**config.mk**
```make
export PLATFORM = sky130hd
export DESIGN_NAME = vga_timing_gen
export DESIGN_NICKNAME = d
export VERILOG_FILES = /design/src/rtl/vga_timing_gen.sv
export SDC_FILE = /design/constraint.sdc
export NUM_CORES = 1
export LEC_CHECK = 0
export ABC_AREA = 1
export BUFFER_PORTS_ARGS = -buffer_cell sky130_fd_sc_hd__buf_2
export CAP_MARGIN = 10
export CORE_MARGIN = 2
export CORE_UTILIZATION = 36
export CTS_BUF_LIST = sky130_fd_sc_hd__clkbuf_4 sky130_fd_sc_hd__clkbuf_8 sky130_fd_sc_hd__clkbuf_16
export CTS_CLUSTER_SIZE = 8
export DETAILED_ROUTE_END_ITERATION = 8
export SYNTH_ARGS = -nofsm -noshare
export SYNTH_HDL_FRONTEND = slang
export SYNTH_SLANG_ARGS = --single-unit
```
**constraint.sdc**
```tcl
create_clock -name clk -period 2.2 [get_ports clk]
set_input_delay 0.33 -clock clk [delete_from_list [all_inputs] [get_ports clk]]
set_output_delay 0.33 -clock clk [all_outputs]
set_load 0.02 [all_outputs]
```
**src/rtl/vga_timing_gen.sv**
```systemverilog
// vga_timing_gen: raster timing generator (hpos/vpos, syncs, display enable,
// line/frame strobes, frame counter). Defaults give 640x480@60 Hz on an
// 800x525 raster. Every output is a flop; sync/enable/strobes are computed
// from the next-state counters so they always describe the presented hpos/vpos.
// Optional macro VGA_SYNC_DELAY_EN adds one extra register stage on hsync,
// vsync and display_on so they lag hpos/vpos by one clock.
module vga_timing_gen #(
  parameter int H_DISPLAY = 640,
  parameter int H_FRONT   = 16,
  parameter int H_SYNC    = 96,
  parameter int H_BACK    = 48,
  parameter int V_DISPLAY = 480,
  parameter int V_FRONT   = 10,
  parameter int V_SYNC    = 2,
  parameter int V_BACK    = 33,
  parameter bit SYNC_POL  = 1'b0
) (
  input  logic       clk,
  input  logic       rst_n,
  output logic [9:0] hpos,
  output logic [9:0] vpos,
  output logic       hsync,
  output logic       vsync,
  output logic       display_on,
  output logic       line_start,
  output logic       frame_start,
  output logic [7:0] frame_count
);

  localparam int H_TOTAL = H_DISPLAY + H_FRONT + H_SYNC + H_BACK;
  localparam int V_TOTAL = V_DISPLAY + V_FRONT + V_SYNC + V_BACK;

  // Counters are 10 bits wide, so neither raster dimension may exceed 1024.
  if (H_TOTAL > 1024) begin : g_h_total_chk
    $error("vga_timing_gen: H_TOTAL exceeds 1024");
  end
  if (V_TOTAL > 1024) begin : g_v_total_chk
    $error("vga_timing_gen: V_TOTAL exceeds 1024");
  end

  localparam logic [9:0]  H_LAST   = 10'(H_TOTAL - 1);
  localparam logic [9:0]  V_LAST   = 10'(V_TOTAL - 1);
  // Range bounds are 11 bits so an end bound of 1024 is still representable.
  localparam logic [10:0] H_DISP_E = 11'(H_DISPLAY);
  localparam logic [10:0] V_DISP_E = 11'(V_DISPLAY);
  localparam logic [10:0] HS_START = 11'(H_DISPLAY + H_FRONT);
  localparam logic [10:0] HS_END   = 11'(H_DISPLAY + H_FRONT + H_SYNC);
  localparam logic [10:0] VS_START = 11'(V_DISPLAY + V_FRONT);
  localparam logic [10:0] VS_END   = 11'(V_DISPLAY + V_FRONT + V_SYNC);

  logic [9:0] hpos_q, hpos_d;
  logic [9:0] vpos_q, vpos_d;
  logic       hsync_q, hsync_d;
  logic       vsync_q, vsync_d;
  logic       display_on_q, display_on_d;
  logic       line_start_q, line_start_d;
  logic       frame_start_q, frame_start_d;
  logic [7:0] frame_count_q, frame_count_d;
  logic [10:0] h_ext_s;
  logic [10:0] v_ext_s;

  // Next-state counters, then every flag derived from those next values.
  always_comb begin
    hpos_d = hpos_q;
    vpos_d = vpos_q;
    if (hpos_q == H_LAST) begin
      hpos_d = 10'd0;
      if (vpos_q == V_LAST) begin
        vpos_d = 10'd0;
      end else begin
        vpos_d = vpos_q + 10'd1;
      end
    end else begin
      hpos_d = hpos_q + 10'd1;
      vpos_d = vpos_q;
    end
    h_ext_s = {1'b0, hpos_d};
    v_ext_s = {1'b0, vpos_d};
    hsync_d = ((h_ext_s >= HS_START) && (h_ext_s < HS_END)) ? SYNC_POL : ~SYNC_POL;
    vsync_d = ((v_ext_s >= VS_START) && (v_ext_s < VS_END)) ? SYNC_POL : ~SYNC_POL;
    display_on_d  = (h_ext_s < H_DISP_E) && (v_ext_s < V_DISP_E);
    line_start_d  = (hpos_d == 10'd0);
    frame_start_d = (hpos_d == 10'd0) && (vpos_d == 10'd0);
    frame_count_d = frame_start_d ? (frame_count_q + 8'd1) : frame_count_q;
  end

  // State and output registers; reset parks the raster on its last pixel.
  always_ff @(posedge clk or negedge rst_n) begin
    if (!rst_n) begin
      hpos_q        <= H_LAST;
      vpos_q        <= V_LAST;
      hsync_q       <= ~SYNC_POL;
      vsync_q       <= ~SYNC_POL;
      display_on_q  <= 1'b0;
      line_start_q  <= 1'b0;
      frame_start_q <= 1'b0;
      frame_count_q <= 8'hFF;
    end else begin
      hpos_q        <= hpos_d;
      vpos_q        <= vpos_d;
      hsync_q       <= hsync_d;
      vsync_q       <= vsync_d;
      display_on_q  <= display_on_d;
      line_start_q  <= line_start_d;
      frame_start_q <= frame_start_d;
      frame_count_q <= frame_count_d;
    end
  end

  assign hpos        = hpos_q;
  assign vpos        = vpos_q;
  assign line_start  = line_start_q;
  assign frame_start = frame_start_q;
  assign frame_count = frame_count_q;

`ifdef VGA_SYNC_DELAY_EN
  logic hsync_dly_q;
  logic vsync_dly_q;
  logic display_on_dly_q;

  // Extra stage aligning sync/enable with a registered colour pipeline.
  always_ff @(posedge clk or negedge rst_n) begin
    if (!rst_n) begin
      hsync_dly_q      <= ~SYNC_POL;
      vsync_dly_q      <= ~SYNC_POL;
      display_on_dly_q <= 1'b0;
    end else begin
      hsync_dly_q      <= hsync_q;
      vsync_dly_q      <= vsync_q;
      display_on_dly_q <= display_on_q;
    end
  end

  assign hsync      = hsync_dly_q;
  assign vsync      = vsync_dly_q;
  assign display_on = display_on_dly_q;
`else
  assign hsync      = hsync_q;
  assign vsync      = vsync_q;
  assign display_on = display_on_q;
`endif

endmodule

```
==> impl_metrics.toml, run 1 <==
[synth]
ys.flop_type = "dfstp_2"
syn_nets = 353
ys_seq_area_share_pct = 34.5
syn_area_mm2 = 0.00246
ys_warn_count = 0
synth-edff-count = 0
netlist_instances = 347
yosysMostFrequentCell = "nand2_1"
ys_seq_elements = 33
synth_top_area_share_pct = 21.3
synth-async-reset-ratio_pct = 100
synth_cell_types = 28
synthTopCellsByCount = "111 x nand2_1, 39 x nand3_1, 38 x inv_1"
yosys.area.top_type = "dfstp_2"
syn_area_per_cell_um2 = 7.10
ys_top_cells_by_area = "dfstp_2 21%, nand2_1 17%, dfrtp_1 13%"

[critical_path]
worstSetupPathType = "reg2reg"
startpoint_type = "register"
r2r_start = "hpos[1]"
r2r-end = "frame_count[3]"
path_max_fanout = 8
r2r_cells = 12
worstSetupEndpointType = "register"
crit_arrival_ps = 2340
regToRegSetupSlack_ps = 90
required_ps = 2430

[grt]
top_usage_layer = "met2"
grt.total_usage_pct = 17.7
grt_pass1_wl_um = 10500
grt_pass1_vias = 2186
use_met3_pct = 3.14
grt_use_met1_pct = 24.9
grt_max_degree = 34
overflow = 0
antenna_found_initial = 0
use_met2_pct = 28.0

[placement]
place_ws_ps = 6.49
dp.cells = 466
dp_hpwl_um = 4890
gp_congestion = 0.990
portBuffers = 34

[routing]
drt_iter0_markers = 161
firstDrtPassIters = 4
dr_total_vias = 2398
vias_per_cell = 4.92
drc_errors = 0
wl_per_cell_um = 13.3
wl_um = 6500
ant_nets = 0

[cts]
cts-htree-levels = 2
cts-buffers-inserted = 5
clk_pin_slew_ps = 80
cts.sinks = 33
cts_tree = "yes"
clockRootBuffer = "clkbuf_8"
worstSkewPairLatency_ps = 290
clock_path_buffers = 2

[cells_and_area]
finalNonFillerCells = 487
seqCellArea_um2 = 851
multiInputGateArea_mm2 = 0.00153
final_nets = 412
drive_gt1_share_pct = 38.1
diodes = 0
fillers = 703
area_delta_synth_final_pct = 26.8

[timing]
tightestPinTransition_ps = 767
finalSetupViolations = 0
finalWorstSetupSlack_ps = 86.1
fin_tns_setup_ps = 0
relSlewSlack_pct = 48.9
finalClockSkew_ps = 5.40
hold_viol = 0
max_freq_ghz = 0.473
period_needed_ps = 2110
slew_violations = 0
rsz0062_at_grt = "true"
post-route-period-util_pct = 96.1

[power_and_ir_drop]
p_clk_share_pct = 49.8
ir_worst_vdd_mv = 0.188
seqPwrFrac_pct = 49.2
power.total_w = 0.00124
p_sw_w = 0.000260
leakagePower_nw = 1.66
combPwrFrac_pct = 1.0
p_per_area_mw_per_mm2 = 396
p_int_w = 0.000977
switching_share_pct = 21.0

[hold_path]
worstHoldPathType = "in2async"

[die]
rows = 30
initial_utilization_pct = 36.7
io_pins = 35
die_height_um = 86.7
core-area_mm2 = 0.00672
die_area_mm2 = 0.00752
die_x_um = 86.7

[flow_run]
drv_cap = 0

[run_status]
outcome = "finished, final reports clean"
## cell type report
type / instances / share of cell area (%)
Clock buffer: 6 / 2.64
Sequential cell: 33 / 27.2
Timing Repair Buffer: 56 / 11.1
Multi-Input combinational cell: 263 / 48.9
Clock inverter: 2 / 1.20
Tap cell: 80 / 3.20
Inverter: 47 / 5.65
## critical path: stages, from the launching register on
cell and delay (ps):
dfstp_2 570, ha_4 170, nand2_8 80, nor2_8 170
inv_2 60, nor2_4 150, nand2_1 110, nand3_1 130
nand2_1 90, nor2_2 170, nand4_4 170, nand2_2 100
nand2_1 50
## power groups by stage
| stage | combinational [W] | sequential, W | clock, W |
|---|---|---|---|
| 2_1_floorplan | 0.000000000957 | 0.000619 | 0 |
| 6_report | 0.0000125 | 0.000608 | 0.000617 |
| 3_3_place_gp | 0.0000135 | 0.000618 | 0 |
| 5_1_grt | 0.0000150 | 0.000608 | 0.000662 |
| 4_1_cts | 0.0000137 | 0.000608 | 0.000631 |
| 3_5_place_dp | 0.0000139 | 0.000618 | 0 |
## sequential cells by signal, summed over array words and instances, names as in the netlist
signal / flops
vpos: 10
line_start: 1
hpos: 10
frame_count: 8
frame_start: 1
hsync: 1
vsync: 1
display_on: 1
## metrics by stage
step	utilization (%)	area, µm²	hold slack [ps]
after floorplan	-	2460	34.4
after global placement	41.3	2780	446
after detailed placement	41.3	2780	457
after CTS	43.1	2900	133
after global routing	46.5	3120	153
final	46.5	3120	113
## routing by layer
| layer | vias to the layer above | part of all wire, % |
|---|---|---|
| met3 | 4 | 3.7 |
| met1 | 1123 | 48 |
| li1 | 1217 | - |
| met5 | - | 0 |
| met2 | 54 | 48 |
| met4 | 0 | 0.71 |
## worst max-delay path by stage
| stage | to | slack (ps) | startpoint | cells after the start |
|---|---|---|---|---|
| finish | frame_count[3] | 90 | hpos[1] | 12 |
| global route | frame_count[2] | -30 | hpos[1] | 13 |
| CTS | frame_count[1] | 6 | hpos[1] | 12 |
| detailed placement | frame_count[5] | 6 | hpos[1] | 12 |
| global placement | frame_count[1] | 60 | hpos[1] | 12 |
| floorplan | frame_count[5] | 200 | hpos[0] | 12 |
## cell families after synthesis
group	share of synthesized area (%)
DFF	34.5
and+or+nand+nor	51.1
buffers and inverters	8.13
xor gates and xnor gates	2.49
AOI/OAI and AO/OA	1.73
adders and majority gates	2.03
## repair_timing
action / 4_1_cts / 5_1_grt
resized for setup: 0 / 31
endpoints found under the setup margin: 0 / 11
hold buffers: 0 / 0
buffers inserted: 0 / 13
## placed cells by master (no fill, tap or decap)
master,count
nand2_1,96
inv_1,38
nand3_1,36
buf_2,34
nor2_1,32
buf_4,21
dfstp_2,20
nand2_2,19
nand4_1,16
dfrtp_1,13
nand3_2,11
nor2_2,10
inv_2,9
nor2_4,9
clkbuf_8,6
xor2_1,5
nand2_4,4
o21ai_0,4
nor3_1,4
nor2_8,3
ha_1,3
nand4_4,2
xnor2_1,2
nand2_8,1
o21ai_1,1
o21ai_4,1
a21oi_2,1
and2_1,1
nand3b_1,1
ha_4,1
clkinvlp_4,1
bufinv_16,1
buf_12,1
Note: power is estimated with default switching activity, not from simulation.
==> run 2: changes to the inputs <==
--- a/config.mk
+++ b/config.mk
@@ -6,13 +6,15 @@
 export NUM_CORES = 1
 export LEC_CHECK = 0
 export ABC_AREA = 1
+export ABC_CLOCK_PERIOD_IN_PS = 2200
 export BUFFER_PORTS_ARGS = -buffer_cell sky130_fd_sc_hd__buf_2
 export CAP_MARGIN = 10
 export CORE_MARGIN = 2
-export CORE_UTILIZATION = 36
+export CORE_UTILIZATION = 55
 export CTS_BUF_LIST = sky130_fd_sc_hd__clkbuf_4 sky130_fd_sc_hd__clkbuf_8 sky130_fd_sc_hd__clkbuf_16
 export CTS_CLUSTER_SIZE = 8
 export DETAILED_ROUTE_END_ITERATION = 8
+export PLACE_DENSITY = 0.77
 export SYNTH_ARGS = -nofsm -noshare
 export SYNTH_HDL_FRONTEND = slang
 export SYNTH_SLANG_ARGS = --single-unit
==> run 2 against run 1 <==
  * Core utilization grew 21 points
  * Power down 13%
  * Final cell count is 7.6% lower
  * Sequential share of layout area up 1.9 points
  * Register-to-register slack worse by 30 ps
  * Sequential power about the same
  * Largest power group is now sequential cells
  * Worst hold slack got worse by 1.6 ps
  * Wire length shrank 4.1%
  * Die area down 33%
  * Via count rose by 1.6%
  * Critical path type unchanged
  * First-iteration DRC count is 21% higher
  * Maximum frequency fell by 1.3%
  * Critical endpoint is now frame_count[2]
==> impl_metrics.toml, run 2 (synthesis results as in run 1) <==
[run_status]
outcome = "finished, final reports clean"

[grt]
grt_max_degree = 34
grt.total_usage_pct = 25.6
overflow = 0
grt_pass1_vias = 2183
grt_pass1_wl_um = 10200
antenna_found_initial = 0

[timing]
finalWorstSetupSlack_ps = 58.8
relSlewSlack_pct = 50.4
rsz0062_at_grt = "true"
period_needed_ps = 2140
slew_violations = 0
post-route-period-util_pct = 97.3
max_freq_ghz = 0.467
finalSetupViolations = 0
finalClockSkew_ps = 6.90
hold_viol = 0
tightestPinTransition_ps = 743

[cts]
cts-buffers-inserted = 5
cts.sinks = 33
cts_tree = "yes"
clk_pin_slew_ps = 70
clock_path_buffers = 2
worstSkewPairLatency_ps = 280
cts_hold_buf = 0
clockRootBuffer = "clkbuf_8"
cts-htree-levels = 2

[cells_and_area]
final_nets = 403
fillers = 365
fin_util_pct = 67.7
diodes = 0
area_delta_synth_final_pct = 18.7
mostFrequentLayoutCells = "105 x nand2_1, 38 x nand3_1, 37 x inv_1"
layout_commonest_cell = "nand2_1"
drive_gt1_share_pct = 34.7
seqCellArea_um2 = 852
multiInputGateArea_mm2 = 0.00148

[power_and_ir_drop]
p_sw_w = 0.000231
ir_worst_vdd_mv = 0.402
p_clk_share_pct = 42.1
p_per_area_mw_per_mm2 = 366
leakagePower_nw = 1.61
seqPwrFrac_pct = 56.8
p_int_w = 0.000841
switching_share_pct = 21.6
combPwrFrac_pct = 1.1

[critical_path]
crit_arrival_ps = 2360
startpoint_type = "register"
worstSetupEndpointType = "register"
path_max_fanout = 7
worstSetupPathType = "reg2reg"
required_ps = 2420

[routing]
drt_iter0_markers = 195
wl_met3_um = 399
firstDrtPassIters = 5
wl_met2_um = 2950
wl_per_cell_um = 13.8
dr_total_vias = 2437
drc_errors = 0
top_layer = "met4"
drt-met1-wl_um = 2790
ant_nets = 0
vias_per_cell = 5.42
wl_um = 6230

[die]
die_height_um = 70.9
initial_utilization_pct = 57.0
die_area_mm2 = 0.00503
rows = 24
die_x_um = 70.9
core-area_mm2 = 0.00432
io_pins = 35

[placement]
gp_congestion = 0.888
portBuffers = 34
dp_hpwl_um = 4560
place_ws_ps = 71.2

[hold_path]
worstHoldPathType = "in2async"

[flow_run]
drv_cap = 0
==> run 2: cell types whose count changed in the layout (fill, tap and decap cells not counted), moves of 2 or more <==
cell,delta
nand2_2,-7
nand2_1,+9
nand3_2,-3
buf_4,-8
clkinv_2,+2
nand3_1,+2
==> run 2: worst paths after layout <==
check                                       to      startpoint  slack [ps]  cells after the start
worst max-delay path            frame_count[2]         hpos[1]          60                     13
worst min-delay path                   vpos[6]           rst_n         110                      1
worst max register to register  frame_count[2]         hpos[1]          60                     13
worst min register to register  frame_count[7]  frame_count[7]         480                      2
max in group asynchronous              vpos[1]           rst_n        1570                      1
min in group clk                frame_count[7]  frame_count[7]         480                      2
==> run 2: cell type report <==
class	instances	area share, %
multi-input cells	263	50.4
flip-flops and latches	33	29.1
repair buffers	47	9.15
inverters	47	6.12
clock buffers	6	2.61
well taps	52	2.22
clock inverters	2	0.342
==> run 2: worst max-delay path, stage by stage, from the launching register on <==
cell     delay [ps]
dfstp_2         570
ha_4            160
nand2_4         100
nor2_8          200
nand4_4         150
buf_4           190
o21ai_2         190
nor2_1           80
nand2_1         120
nor2_4           60
nand2_1          80
nand2_1          60
nand2_1          60
inv_1            40
==> run 2: stage by stage <==
stage	power (W)	hold slack (ps)	instances	setup TNS [ps]	area [µm²]
2_1_floorplan	0.000619	34.4	347	0	2460
3_3_place_gp	0.000631	426	434	0	2710
3_5_place_dp	0.000631	429	434	0	2710
4_1_cts	0.00108	121	442	0	2800
5_1_grt	0.00111	161	450	-161	2930
6_report	0.00107	111	450	0	2930
==> run 2: metal layers <==
| layer | vias up | GRT usage, % |
|---|---|---|
| met5 | - | 0 |
| met3 | 8 | 3.42 |
| met2 | 92 | 40.7 |
| met4 | 0 | 7.13 |
| li1 | 1196 | - |
| met1 | 1141 | 37.1 |
==> run 2: timing repair <==
action | CTS | global route
endpoints found under the hold margin | 0 | 0
setup endpoints to repair | 0 | 9
resized for setup | 0 | 20
buffers inserted | 0 | 8
==> run 2: power groups by stage <==
stage	Sequential, W	Combinational, W	Clock, W
after floorplan	0.000619	0.000000000957	0
after global placement	0.000618	0.0000127	0
after detailed placement	0.000618	0.0000128	0
after CTS	0.000609	0.0000128	0.000463
after global routing	0.000608	0.0000145	0.000485
final	0.000609	0.0000121	0.000451
